<file path="src/rtl/booth_pkg.sv">
// ============================================================================
// Module   : booth_pkg
// Brief    : Shared states, Booth digit codes and iteration count for booth_seq_mult.
// Revision : 1.0
// ============================================================================
`default_nettype none

package booth_pkg;

    typedef enum logic [1:0] {
        IDLE = 2'd0,
        RUN  = 2'd1,
        DONE = 2'd2
    } state_t;

    typedef enum logic [2:0] {
        NOP  = 3'd0,
        ADD1 = 3'd1,
        SUB1 = 3'd2,
        ADD2 = 3'd3,
        SUB2 = 3'd4
    } digit_t;

    // Step count: one per retired multiplier bit (radix-2) or bit pair (radix-4).
    function automatic int iter_count(input int width, input bit radix4);
        return radix4 ? (width / 2 + 1) : (width + 1);
    endfunction

endpackage

`default_nettype wire

</file>
<file path="src/rtl/booth_recoder.sv">
// ============================================================================
// Module   : booth_recoder
// Brief    : Modified Booth recoder, {q[i+1], q[i], q[i-1]} -> digit in {0, +-M, +-2M}.
// Revision : 1.0
// ============================================================================
`default_nettype none

module booth_recoder
    import booth_pkg::*;
(
    input  logic [2:0] triple,
    output digit_t     digit
);

    // Radix-2 callers feed {q0, q0, q_m1}; that only ever reaches 000/001/110/111,
    // which collapse onto the plain Booth pair table.
    always_comb begin
        digit = NOP;
        case (triple)
            3'b001, 3'b010: digit = ADD1;
            3'b011:         digit = ADD2;
            3'b100:         digit = SUB2;
            3'b101, 3'b110: digit = SUB1;
            default:        digit = NOP;
        endcase
    end

endmodule

`default_nettype wire

</file>
<file path="src/rtl/booth_seq_mult.sv">
// ============================================================================
// Module   : booth_seq_mult
// Brief    : Iterative Booth multiplier with valid/ready handshake, signed/unsigned per op.
//            Define BOOTH_SEQ_MULT_RADIX4_EN for the radix-4 (two bits per cycle) build.
// Revision : 1.0
// ============================================================================
`default_nettype none

module booth_seq_mult
    import booth_pkg::*;
#(
    parameter int WIDTH = 8
) (
    input  logic                 clk,
    input  logic                 rst_n,
    input  logic                 in_valid,
    output logic                 in_ready,
    input  logic                 is_signed,
    input  logic [WIDTH-1:0]     mcand,
    input  logic [WIDTH-1:0]     mplier,
    output logic                 out_valid,
    input  logic                 out_ready,
    output logic [2*WIDTH-1:0]   product,
    output logic                 busy
);

`ifdef BOOTH_SEQ_MULT_RADIX4_EN
    localparam bit RADIX4 = 1'b1;
`else
    localparam bit RADIX4 = 1'b0;
`endif

    // Extra headroom bits let unsigned full-range operands and the 2M digit fit without loss.
    localparam int N     = RADIX4 ? WIDTH + 2 : WIDTH + 1;
    localparam int SHIFT = RADIX4 ? 2 : 1;
    localparam int ITER  = iter_count(WIDTH, RADIX4);
    localparam int CNT_W = $clog2(ITER);

    generate
        if ((WIDTH % 2 != 0) || (WIDTH < 4) || (WIDTH > 32)) begin : g_width_check
            $error("booth_seq_mult: WIDTH must be even and within 4..32");
        end
    endgenerate

    state_t             state;
    state_t             state_next;
    logic [N-1:0]       mcand_x;
    logic [N-1:0]       acc;
    logic [N-1:0]       q;
    logic               q_m1;
    logic [CNT_W-1:0]   cnt;

    logic [2:0]         rec_triple;
    digit_t             digit;
    logic [N-1:0]       addend;
    logic [N-1:0]       sum;
    logic signed [2*N:0] z_next;
    logic               accept;
    logic               last_step;
    logic               ext_m;
    logic               ext_q;

    generate
        if (RADIX4) begin : g_radix4
            assign rec_triple = {q[1], q[0], q_m1};
        end else begin : g_radix2
            assign rec_triple = {q[0], q[0], q_m1};
        end
    endgenerate

    booth_recoder u_recoder (
        .triple (rec_triple),
        .digit  (digit)
    );

    always_comb begin
        addend = '0;
        case (digit)
            ADD1:    addend = mcand_x;
            SUB1:    addend = '0 - mcand_x;
            ADD2:    addend = mcand_x << 1;
            SUB2:    addend = '0 - (mcand_x << 1);
            default: addend = '0;
        endcase
    end

    assign sum       = acc + addend;
    assign z_next    = $signed({sum, q, q_m1}) >>> SHIFT;
    assign accept    = in_valid && in_ready;
    assign last_step = (cnt == CNT_W'(ITER - 1));
    assign ext_m     = is_signed & mcand[WIDTH-1];
    assign ext_q     = is_signed & mplier[WIDTH-1];

    always_ff @(posedge clk) begin
        if (!rst_n) begin
            state <= IDLE;
        end else begin
            state <= state_next;
        end
    end

    always_comb begin
        state_next = state;
        in_ready   = 1'b0;
        out_valid  = 1'b0;
        busy       = 1'b0;
        case (state)
            IDLE: begin
                in_ready = 1'b1;
                if (in_valid) state_next = RUN;
            end
            RUN: begin
                busy = 1'b1;
                if (last_step) state_next = DONE;
            end
            DONE: begin
                busy      = 1'b1;
                out_valid = 1'b1;
                if (out_ready) state_next = IDLE;
            end
            default: state_next = IDLE;
        endcase
    end

    always_ff @(posedge clk) begin
        if (!rst_n) begin
            mcand_x <= '0;
            acc     <= '0;
            q       <= '0;
            q_m1    <= 1'b0;
            cnt     <= '0;
            product <= '0;
        end else if (accept) begin
            mcand_x <= {{(N-WIDTH){ext_m}}, mcand};
            acc     <= '0;
            q       <= {{(N-WIDTH){ext_q}}, mplier};
            q_m1    <= 1'b0;
            cnt     <= '0;
        end else if (state == RUN) begin
            acc  <= z_next[2*N:N+1];
            q    <= z_next[N:1];
            q_m1 <= z_next[0];
            cnt  <= cnt + 1'b1;
            if (last_step) begin
                product <= z_next[2*WIDTH:1];
            end
        end
    end

endmodule

`default_nettype wire

</file>
<file path="config.mk">
export PLATFORM = sky130hd
export DESIGN_NAME = booth_seq_mult
export DESIGN_NICKNAME = d
export VERILOG_FILES = /design/src/rtl/booth_pkg.sv /design/src/rtl/booth_recoder.sv /design/src/rtl/booth_seq_mult.sv
export SDC_FILE = /design/constraint.sdc
export NUM_CORES = 1
export LEC_CHECK = 0
export ABC_AREA = 1
export CORE_MARGIN = 8
export CORE_UTILIZATION = 55
export DETAILED_ROUTE_END_ITERATION = 8
export DONT_BUFFER_PORTS = 1
export PLACE_DENSITY_LB_ADDON = 0.12
export SETUP_SLACK_MARGIN = 0.3
export SYNTH_ARGS = -nofsm -noshare
export SYNTH_HDL_FRONTEND = slang
export SYNTH_HIERARCHICAL = 1
export SYNTH_SLANG_ARGS = --single-unit
</file>
<file path="constraint.sdc">
create_clock -name clk -period 3.7 [get_ports clk]
set_input_delay 0.37 -clock clk [delete_from_list [all_inputs] [get_ports clk]]
set_output_delay 0.37 -clock clk [all_outputs]
set_load 0.02 [all_outputs]
</file>
==> results.md, run 1 <==
* Fin. max-slew vios at 0
* Synth warn at 6
* Critical Path Max Stage Delay at 490 ps
* Hold WC Path Type: input pin to flip-flop
* PortBufs at 0
* Post-CTS setup buffers at 0
* Hold slack at 168 ps
* DRC at 0
* Max Clock Freq at 333 MHz
* Worst-Skew Late Latency at 300 ps
* Ant diodes at 0
* Pwr per Cell Area at 625 nW/um^2
* Routed len/inst at 13.8 um
* Actual slew at the worst max-slew pin at 609 ps
* Syn nets at 428
* Post-route minimum period at 3000 ps
* Filler cell count at 502
* Clock power share at 20.6%
* Mapped cell area at 2790 sq um
* Layout Area Growth over Synthesis at 5.29%
* Largest net degree at the start of global routing at 26
* Met3 usage at 6.23%
* Multi-input gate area at 1470 sq um
* Worst Skew at 9.86 ps
* GR Overflow Total at 0
* Routability cong. at 0.885
* Row cnt at 26
* Syn Inst Count at 392
* Most Used Layer, Global Route: met2
* Clk pin slew, worst setup/hold paths at 90 ps
* First-pass GRT wire length at 11,000 um
* Die area at 7610 sq um
* Share of layout cells above drive strength 1 at 8.95%
* Critical path endpoint category: flip-flop
* Post-synthesis sequential area ratio at 35.1%
* Worst path bufs/invs at 4
* Core footprint at 5010 sq um
* Met1 Use GR at 21.9%
* TritonCTS Buffers at 5
* CP Launch Type: flip-flop
* RSZ-0062 raised after global routing: no
* Hold Violations, Final at 0
* Status: complete, no violations
* TritonCTS clock tree: built
* Synth cell types at 34
* Worst rel slew slack at 59.4%
* WS Path Type: flip-flop to flip-flop
* CTS Buffer Depth at 2
* Setup TNS Final at 0 ps
* TritonRoute pass-1 iters at 4
* Yosys reg bits at 49
* CP Data Required Time at 3920 ps
* Seq pwr share at 37.1%
* Initial core utilization at 55.7%
* Vias in the first global route at 2,357
* DRT antenna net count at 0
* Vias/cell at 5.21
* P_leak at 1.40 nW
* Synth Area per Inst at 7.12 sq um
* Sw Share at 42.2%
* Initial DRC count at 97
* Io pins at 40
* CP delay by family, top: simple AND/OR/NAND/NOR gates
* Antenna violations before repair at 0
* Crit-path max FO at 10
* Global routing usage on met2 at 29.8%
* DP HPWL at 4850 um
* DRT Wirelength at 6350 um
* Worst path slowest cell: dfxtp_1
* Die width at 87.2 um
* H-Tree Depth at 2
* Post-layout util at 58.7%
* Pint at 1.06 mW
* FF/Latch Area at 981 sq um
* Max rail drop VDD at 0.330 mV
* Combinational power share at 42.3%
* Final critical-path share of the clock period at 81.1%
* # setup viols final at 0
* Worst path cell trace: inv_1 -> nor3_1 -> inv_2 -> nand3_1 -> inv_1 -> o21ai_0 -> o211ai_1 -> fa_1 -> nand3_1 -> nand2_1 -> a21oi_1 -> nand4_2 -> nand3_1 -> nand2_1 -> inv_1 -> nor2_1
* Clk sinks at 49
* Post-cts hold buffer count at 0
* Final Net Count at 427
* Max-cap violations at 0
* Critical path data arrival time at 3210 ps
* CTS resizes at 0
* Global Route Usage Sum at 18.1%
* Sw Pwr at 0.775 mW
* Vias at 2,400
* Die Ht at 87.2 um
* Root buf cell: clkbuf_8
layer usage:
metal | part of all wire, % | vias to the layer above
li1 | - | 1259
met1 | 48 | 1102
met2 | 45 | 31
met3 | 6.3 | 8
met4 | 1.3 | 0
met5 | 0 | -
placed cells by master, fill, tap and decap left out, types with 3 or more instances in the layout:
cell type	count
o211ai_1	3
clkbuf_8	5
a211oi_2	7
o22ai_1	3
xnor2_1	3
inv_2	11
o2111ai_1	3
o21ai_1	9
inv_1	62
xor2_1	6
dfxtp_1	49
a21oi_1	23
nor2_1	52
o21ai_0	31
nand3_1	25
nand2_1	61
ha_1	14
flip-flops by register name (all words and copies together), names as in the netlist:
register  flops
acc           8
cnt           4
mcand_x       9
product      16
q             9
q_m1          1
state         2
kinds of logic (layout without fill, tap and decap cells):
logic type      Yosys count  count (layout)  synth area share (%)
compound gates           87              87                  19.0
buf+inv                  83              82                  12.1
xor+xnor                  9               9                  2.82
fa+ha+maj                15              15                  6.99
simple gates            149             149                  23.9
flops                    49              49                  35.1
area by class of cell:
| class | count | area share, % |
|---|---|---|
| multi-input combinational | 260 | 50.1 |
| clock inverter | 2 | 1.32 |
| inverter | 73 | 9.32 |
| timing repair buffer | 2 | 0.511 |
| tap | 70 | 2.98 |
| sequential | 49 | 33.4 |
| clock buffer | 5 | 2.34 |
final timing paths:
kind / from / end / slack, ps / depth (start not counted)
worst max-delay path: q[0]$_SDFFE_PN0P_ / acc[7]$_SDFFE_PP0P_ / 700 / 16
worst min-delay path: rst_n / q[7]$_SDFFE_PN0P_ / 170 / 2
worst max register to register: q[0]$_SDFFE_PN0P_ / acc[7]$_SDFFE_PP0P_ / 700 / 16
worst min register to register: q[1]$_SDFFE_PN0P_ / product[0]$_SDFFE_PN0P_ / 500 / 2
Yosys cell counts, drive strengths merged:
library cell / n / area share [%]
nand2: 61 / 8.2
nand3: 27 / 5.2
ha: 14 / 6.3
a211oi: 7 / 3.1
a221oi: 1 / 0.31
inv: 73 / 9.8
dfxtp: 49 / 35
o221ai: 2 / 0.63
clkbuf: 4 / 0.54
o22ai: 3 / 0.67
xnor2: 3 / 0.94
nor3: 3 / 1.1
fa: 1 / 0.72
a21o: 1 / 0.27
a22oi: 2 / 0.54
a21oi: 23 / 4.1
buf: 6 / 1.7
o211ai: 3 / 0.81
o2111ai: 3 / 0.94
nand4: 3 / 0.90
xor2: 6 / 1.9
nor2: 55 / 8.5
a31oi: 2 / 0.45
o21ai: 40 / 7.2
per-stage QoR:
stage	area (sq um)	std cells	total power, mW	setup WS (ps)
after floorplan	2790	392	1.30	1020
after CTS	2940	461	1.85	682
final	2940	461	1.84	700
after global routing	2940	461	2.00	385
after detailed placement	2830	454	1.47	683
after global placement	2830	454	1.45	791
power groups by stage:
stage / Clock (mW) / Sequential [mW] / Combinational (mW)
after floorplan: 0 / 0.674 / 0.629
after global placement: 0 / 0.691 / 0.761
after detailed placement: 0 / 0.692 / 0.775
after CTS: 0.388 / 0.681 / 0.780
after global routing: 0.409 / 0.695 / 0.899
final: 0.378 / 0.681 / 0.778
(Power assumes the default switching activity.)
==> inputs of run 2 (changes only) <==
Clock period 3.7 ns to 2.5 ns, I/O delays scaled along.
==> run 2 against run 1 <==
  * The flow now finishes with violations (setup timing)
  * Non-clock buffer count up 45
  * Utilization up 15 points
  * Clock skew down 3.1 ps
  * Setup slack worse by 910 ps
  * Critical path depth up 1
  * First-iteration DRC count up 97%
  * Register-to-register slack worse by 910 ps
  * Critical path type unchanged
  * Largest cell class unchanged
==> results.md, run 2 (synthesis gave the netlist of run 1 again) <==
* Status: complete, but fails checks
* Violated checks: setup timing
* Pwr per Cell Area at 903 nW/um^2
* Share of layout cells above drive strength 1 at 30.8%
* Actual slew at the worst max-slew pin at 409 ps
* Dpl cells at 473
* Global Route Usage Sum at 20.1%
* Biggest register: product
* Max reg flops at 16
* Max rail drop VDD at 0.460 mV
* Total Power at 3.32 mW
* Initial DRC count at 191
* Pre-CTS WS at -120 ps
* Hold WC Path Type: input pin to flip-flop
* Hold Violations, Final at 0
* CP Launch Type: flip-flop
* Routability cong. at 0.885
* Row cnt at 26
* Worst Skew at 6.76 ps
* Vias at 2,751
* Worst rel slew slack at 72.7%
* Max Clock Freq at 370 MHz
* Post-layout worst setup margin at -205 ps
* CTS Buffer Depth at 2
* DP HPWL at 4920 um
* Die Ht at 87.2 um
* Fin. max-slew vios at 0
* Clk sinks at 49
* P_leak at 1.68 nW
* DRT Wirelength at 8000 um
* Max-cap violations at 0
* Layout Area Growth over Synthesis at 31.6%
* Most frequent cells in the layout: inv_1, nand2_1, nor2_1
* First-pass GRT wire length at 12,100 um
* Final critical-path share of the clock period at 108%
* Vias in the first global route at 2,552
* Hold slack at 48.4 ps
* DRC at 0
* Routed len/inst at 15.7 um
* Antenna violations before repair at 0
* DRT antenna net count at 0
* CP Data Required Time at 2700 ps
* TritonRoute pass-1 iters at 4
* PortBufs at 0
* Vias/cell at 5.42
* Post-route insts no fill at 508
* RSZ-0062 raised after global routing: yes
* Post-route minimum period at 2710 ps
* Critical path data arrival time at 2910 ps
* Initial core utilization at 55.7%
* GR Overflow Total at 0
* Worst-Skew Late Latency at 300 ps
* Clk pin slew, worst setup/hold paths at 90 ps
* Io pins at 40
* Core footprint at 5010 sq um
* Final Net Count at 473
* Root buf cell: clkbuf_8
* H-Tree Depth at 2
* Die area at 7610 sq um
* Crit-path max FO at 8
* Critical path endpoint category: flip-flop
* Die width at 87.2 um
* Post-cts hold buffer count at 0
* Largest net degree at the start of global routing at 26
* TritonCTS Buffers at 5
* Ant diodes at 0
* # setup viols final at 11
* WS Path Type: flip-flop to flip-flop
* Biggest regs: product: 16 flops, mcand_x: 9 flops, q: 9 flops
* Most common cell after layout, fill and taps aside: inv_1
* TritonCTS clock tree: built
==> run 2: path summary, 6_finish.rpt <==
| check | start | end | slack, ps | cells past startpoint |
|---|---|---|---|---|
| setup / recovery | q[0]$_SDFFE_PN0P_ | product[15]$_SDFFE_PN0P_ | -210 | 17 |
| hold / removal | rst_n | q[0]$_SDFFE_PN0P_ | 50 | 2 |
| setup reg to reg | q[0]$_SDFFE_PN0P_ | product[15]$_SDFFE_PN0P_ | -210 | 17 |
| hold reg to reg | mcand_x[1]$_SDFFE_PN0P_ | mcand_x[1]$_SDFFE_PN0P_ | 500 | 2 |
==> run 2: what timing repair did <==
| item | CTS | global route |
|---|---|---|
| pin swaps | 31 | 31 |
| endpoints found under the hold margin | 0 | 0 |
| cloned | 0 | 1 |
| endpoints found under the setup margin | 15 | 17 |
| resized for setup | 36 | 39 |
| setup buffers | 17 | 9 |
==> run 2: final cells by class <==
class	count	area (sq um)
timing repair buffer	47	387
inverter	73	279
clock buffer	7	76.3
multi-input combinational	261	1850
tap	70	87.6
sequential	49	988
fill	389	1340
clock inverter	1	7.51
==> run 2: power by group <==
part           internal, mW  leakage (nW)  switching, mW
logic                 0.752          1.24           1.07
clock network         0.199        0.0385          0.265
registers             0.909         0.401          0.120
==> run 2: critical path, cell delays in order (launching register included) <==
cell and delay [ps]:
dfxtp_4 390, buf_6 140, nor3_4 200, buf_4 140, buf_6 90, nor3_4 30, buf_6 130, buf_4 130
a22oi_2 140, o221ai_2 150, ha_4 350, nand3_4 100, nand3_4 130, nand3_1 100, nand3_1 150, nand3_1 110
nand2_1 70, inv_1 40
==> run 2: through the flow <==
step / area [sq um] / TNS, ps / utilization [%]
3_3_place_gp: 3030 / -215 / 60.5
5_1_grt: 3670 / -2850 / 73.3
2_1_floorplan: 2850 / 0 / -
3_5_place_dp: 3030 / -325 / 60.5
6_report: 3670 / -1490 / 73.3
4_1_cts: 3410 / -44.1 / 68.1
==> run 2: routing by layer <==
layer  track usage (%)  part of all wire [%]  up-vias
li1                  -                     -     1355
met1              24.7                    42     1266
met2              33.0                    48      107
met3              4.34                   6.9       23
met4              7.97                   2.5        0
met5                 0                     0        -
==> inputs of run 3 (changes only) <==
Settings changed: GPL_TIMING_DRIVEN from default to 0.
==> run 3 against run 2 <==
  * The flow still finishes with violations (setup timing)
  * Setup slack improved by 73 ps
  * Flip-flop and latch count did not move
  * Clock power rose by 1%
  * Largest cell class unchanged
==> results.md, run 3 (synthesis gave the netlist of run 1 again) <==
* Status: complete, but fails checks
* Violated checks: setup timing
* WS Path Type: flip-flop to flip-flop
* Post-route minimum period at 2630 ps
* Clk pin slew, worst setup/hold paths at 90 ps
* Most common cell after layout, fill and taps aside: inv_1
* Core footprint at 5010 sq um
* Hold Violations, Final at 0
* Root buf cell: clkbuf_8
* Critical path endpoint category: flip-flop
* Die Ht at 87.2 um
* Die width at 87.2 um
* Layout Area Growth over Synthesis at 30.7%
* Fin. max-slew vios at 0
* Antenna violations before repair at 0
* Max rail drop VDD at 0.477 mV
* Min-delay src: is_signed
* DP HPWL at 4950 um
* Pwr per Cell Area at 863 nW/um^2
* Row cnt at 26
* Io pins at 40
* DRT antenna net count at 0
* Most frequent cells in the layout: inv_1, nand2_1, nor2_1
* Hold slack at 90.6 ps
* TritonRoute pass-1 iters at 4
* Post-layout util at 72.8%
* Ant diodes at 0
* RSZ-0062 raised after global routing: yes
* CP Launch Type: flip-flop
* Biggest regs: product: 16 flops, mcand_x: 9 flops, q: 9 flops
* Final critical-path share of the clock period at 105%
* H-Tree Depth at 2
* Critical path data arrival time at 2830 ps
* TritonCTS Buffers at 5
* Hold depth at 2
* # setup viols final at 10
* Max reg flops at 16
* Worst rel slew slack at 58.8%
* Worst-Skew Late Latency at 300 ps
* Clock power share at 14.9%
* Launch point of the worst reg-to-reg path: q[0]$_SDFFE_PN0P_
* Seq pwr share at 32.3%
* Crit-path max FO at 6
* Initial core utilization at 55.7%
* Final Net Count at 466
* CP Data Required Time at 2700 ps
* GR Overflow Total at 0
* Routed len/inst at 15.3 um
* Largest net degree at the start of global routing at 16
* Max Clock Freq at 380 MHz
* Filler cell count at 417
* Max-cap violations at 0
* Combinational power share at 52.8%
* Length in cells of the worst reg-to-reg path at 15
* Vias/cell at 5.35
* First-pass GRT wire length at 12,300 um
* Clk sinks at 49
* Dpl cells at 462
* Pint at 1.75 mW
* Global Route Usage Sum at 20.4%
* PortBufs at 0
* Sw Pwr at 1.40 mW
* Worst Skew at 8.94 ps
* CTS Buffer Depth at 2
* P_leak at 1.63 nW
* Vias at 2,678
* Die area at 7610 sq um
* Biggest register: product
* Share of layout cells above drive strength 1 at 29.0%
* Total Power at 3.15 mW
* DRC at 0
* Sw Share at 44.4%
* TritonCTS clock tree: built
* DRT Wirelength at 7680 um
* Vias in the first global route at 2,537
* Post-cts hold buffer count at 0
* Hold WC Path Type: input pin to flip-flop
* End of the worst hold path: mcand_x[8]$_SDFFE_PN0P_
* Routability cong. at 0.912
* Actual slew at the worst max-slew pin at 617 ps
* Post-layout worst setup margin at -133 ps
* R2R setup slack at -130 ps
* FF-to-FF End: product[12]$_SDFFE_PN0P_
* Initial DRC count at 116
* Post-route insts no fill at 501
==> run 3: area by class of cell <==
| class | instances | area [sq um] | area share (%) |
|---|---|---|---|
| multi-input combinational | 260 | 1840 | 50.4 |
| sequential | 49 | 988 | 27.1 |
| timing repair buffer | 31 | 299 | 8.20 |
| inverter | 73 | 284 | 7.79 |
| tap | 70 | 87.6 | 2.40 |
| clock buffer | 6 | 72.6 | 1.99 |
| buffer | 10 | 62.6 | 1.72 |
| clock inverter | 2 | 13.8 | 0.377 |
==> run 3: how the worst max path moves through the flow <==
stage,start,endpoint,slack [ps],cells past startpoint
floorplan,q[0]$_SDFFE_PN0P_,product[15]$_SDFFE_PN0P_,140,14
global placement,q[0]$_SDFFE_PN0P_,product[14]$_SDFFE_PN0P_,-140,15
detailed placement,q[0]$_SDFFE_PN0P_,acc[7]$_SDFFE_PP0P_,-190,20
CTS,q[0]$_SDFFE_PN0P_,acc[7]$_SDFFE_PP0P_,-80,19
global route,q[0]$_SDFFE_PN0P_,acc[7]$_SDFFE_PP0P_,-280,21
finish,q[0]$_SDFFE_PN0P_,product[12]$_SDFFE_PN0P_,-130,15
==> run 3: power groups by stage <==
stage / clock, mW / combinational [mW] / sequential (mW)
floorplan: 0 / 0.957 / 1.01
global placement: 0 / 1.17 / 1.03
detailed placement: 0 / 1.19 / 1.03
CTS: 0.481 / 1.48 / 1.01
global route: 0.513 / 1.83 / 1.03
finish: 0.469 / 1.66 / 1.02
==> run 3: worst max-delay path, cell delays in order, from the launching register on <==
cell and delay [ps]:
dfxtp_4 380, buf_6 130, buf_6 110, a21oi_4 220, buf_6 140, nand3_4 100
inv_4 90, a22oi_2 70, o211ai_1 150, ha_1 330, a21oi_2 210, nand2_4 110
buf_4 150, xor2_2 150, o21ai_1 130, inv_1 50
==> run 3: what timing repair did <==
item                       4_1_cts  5_1_grt
setup buffers                   24        6
setup endpoints to repair       15       16
resized for setup               51       29
hold endpoints to repair         0        0
pin swaps                       32       21
cloned                           1        0
==> run 3: stage by stage <==
stage | setup WS (ps) | instance area [sq um] | TNS (ps)
floorplan | 144 | 2850 | 0
finish | -133 | 3650 | -865
global route | -277 | 3650 | -2510
detailed placement | -193 | 2940 | -1200
CTS | -78.3 | 3460 | -289
global placement | -141 | 2940 | -703
==> run 3: per-layer routing <==
layer,GRT usage [%],part of all wire (%),vias to the layer above
met3,5.85,7.0,9
met4,5.63,1.1,0
li1,-,-,1343
met1,25.3,42,1257
met2,33.5,50,69
met5,0,0,-
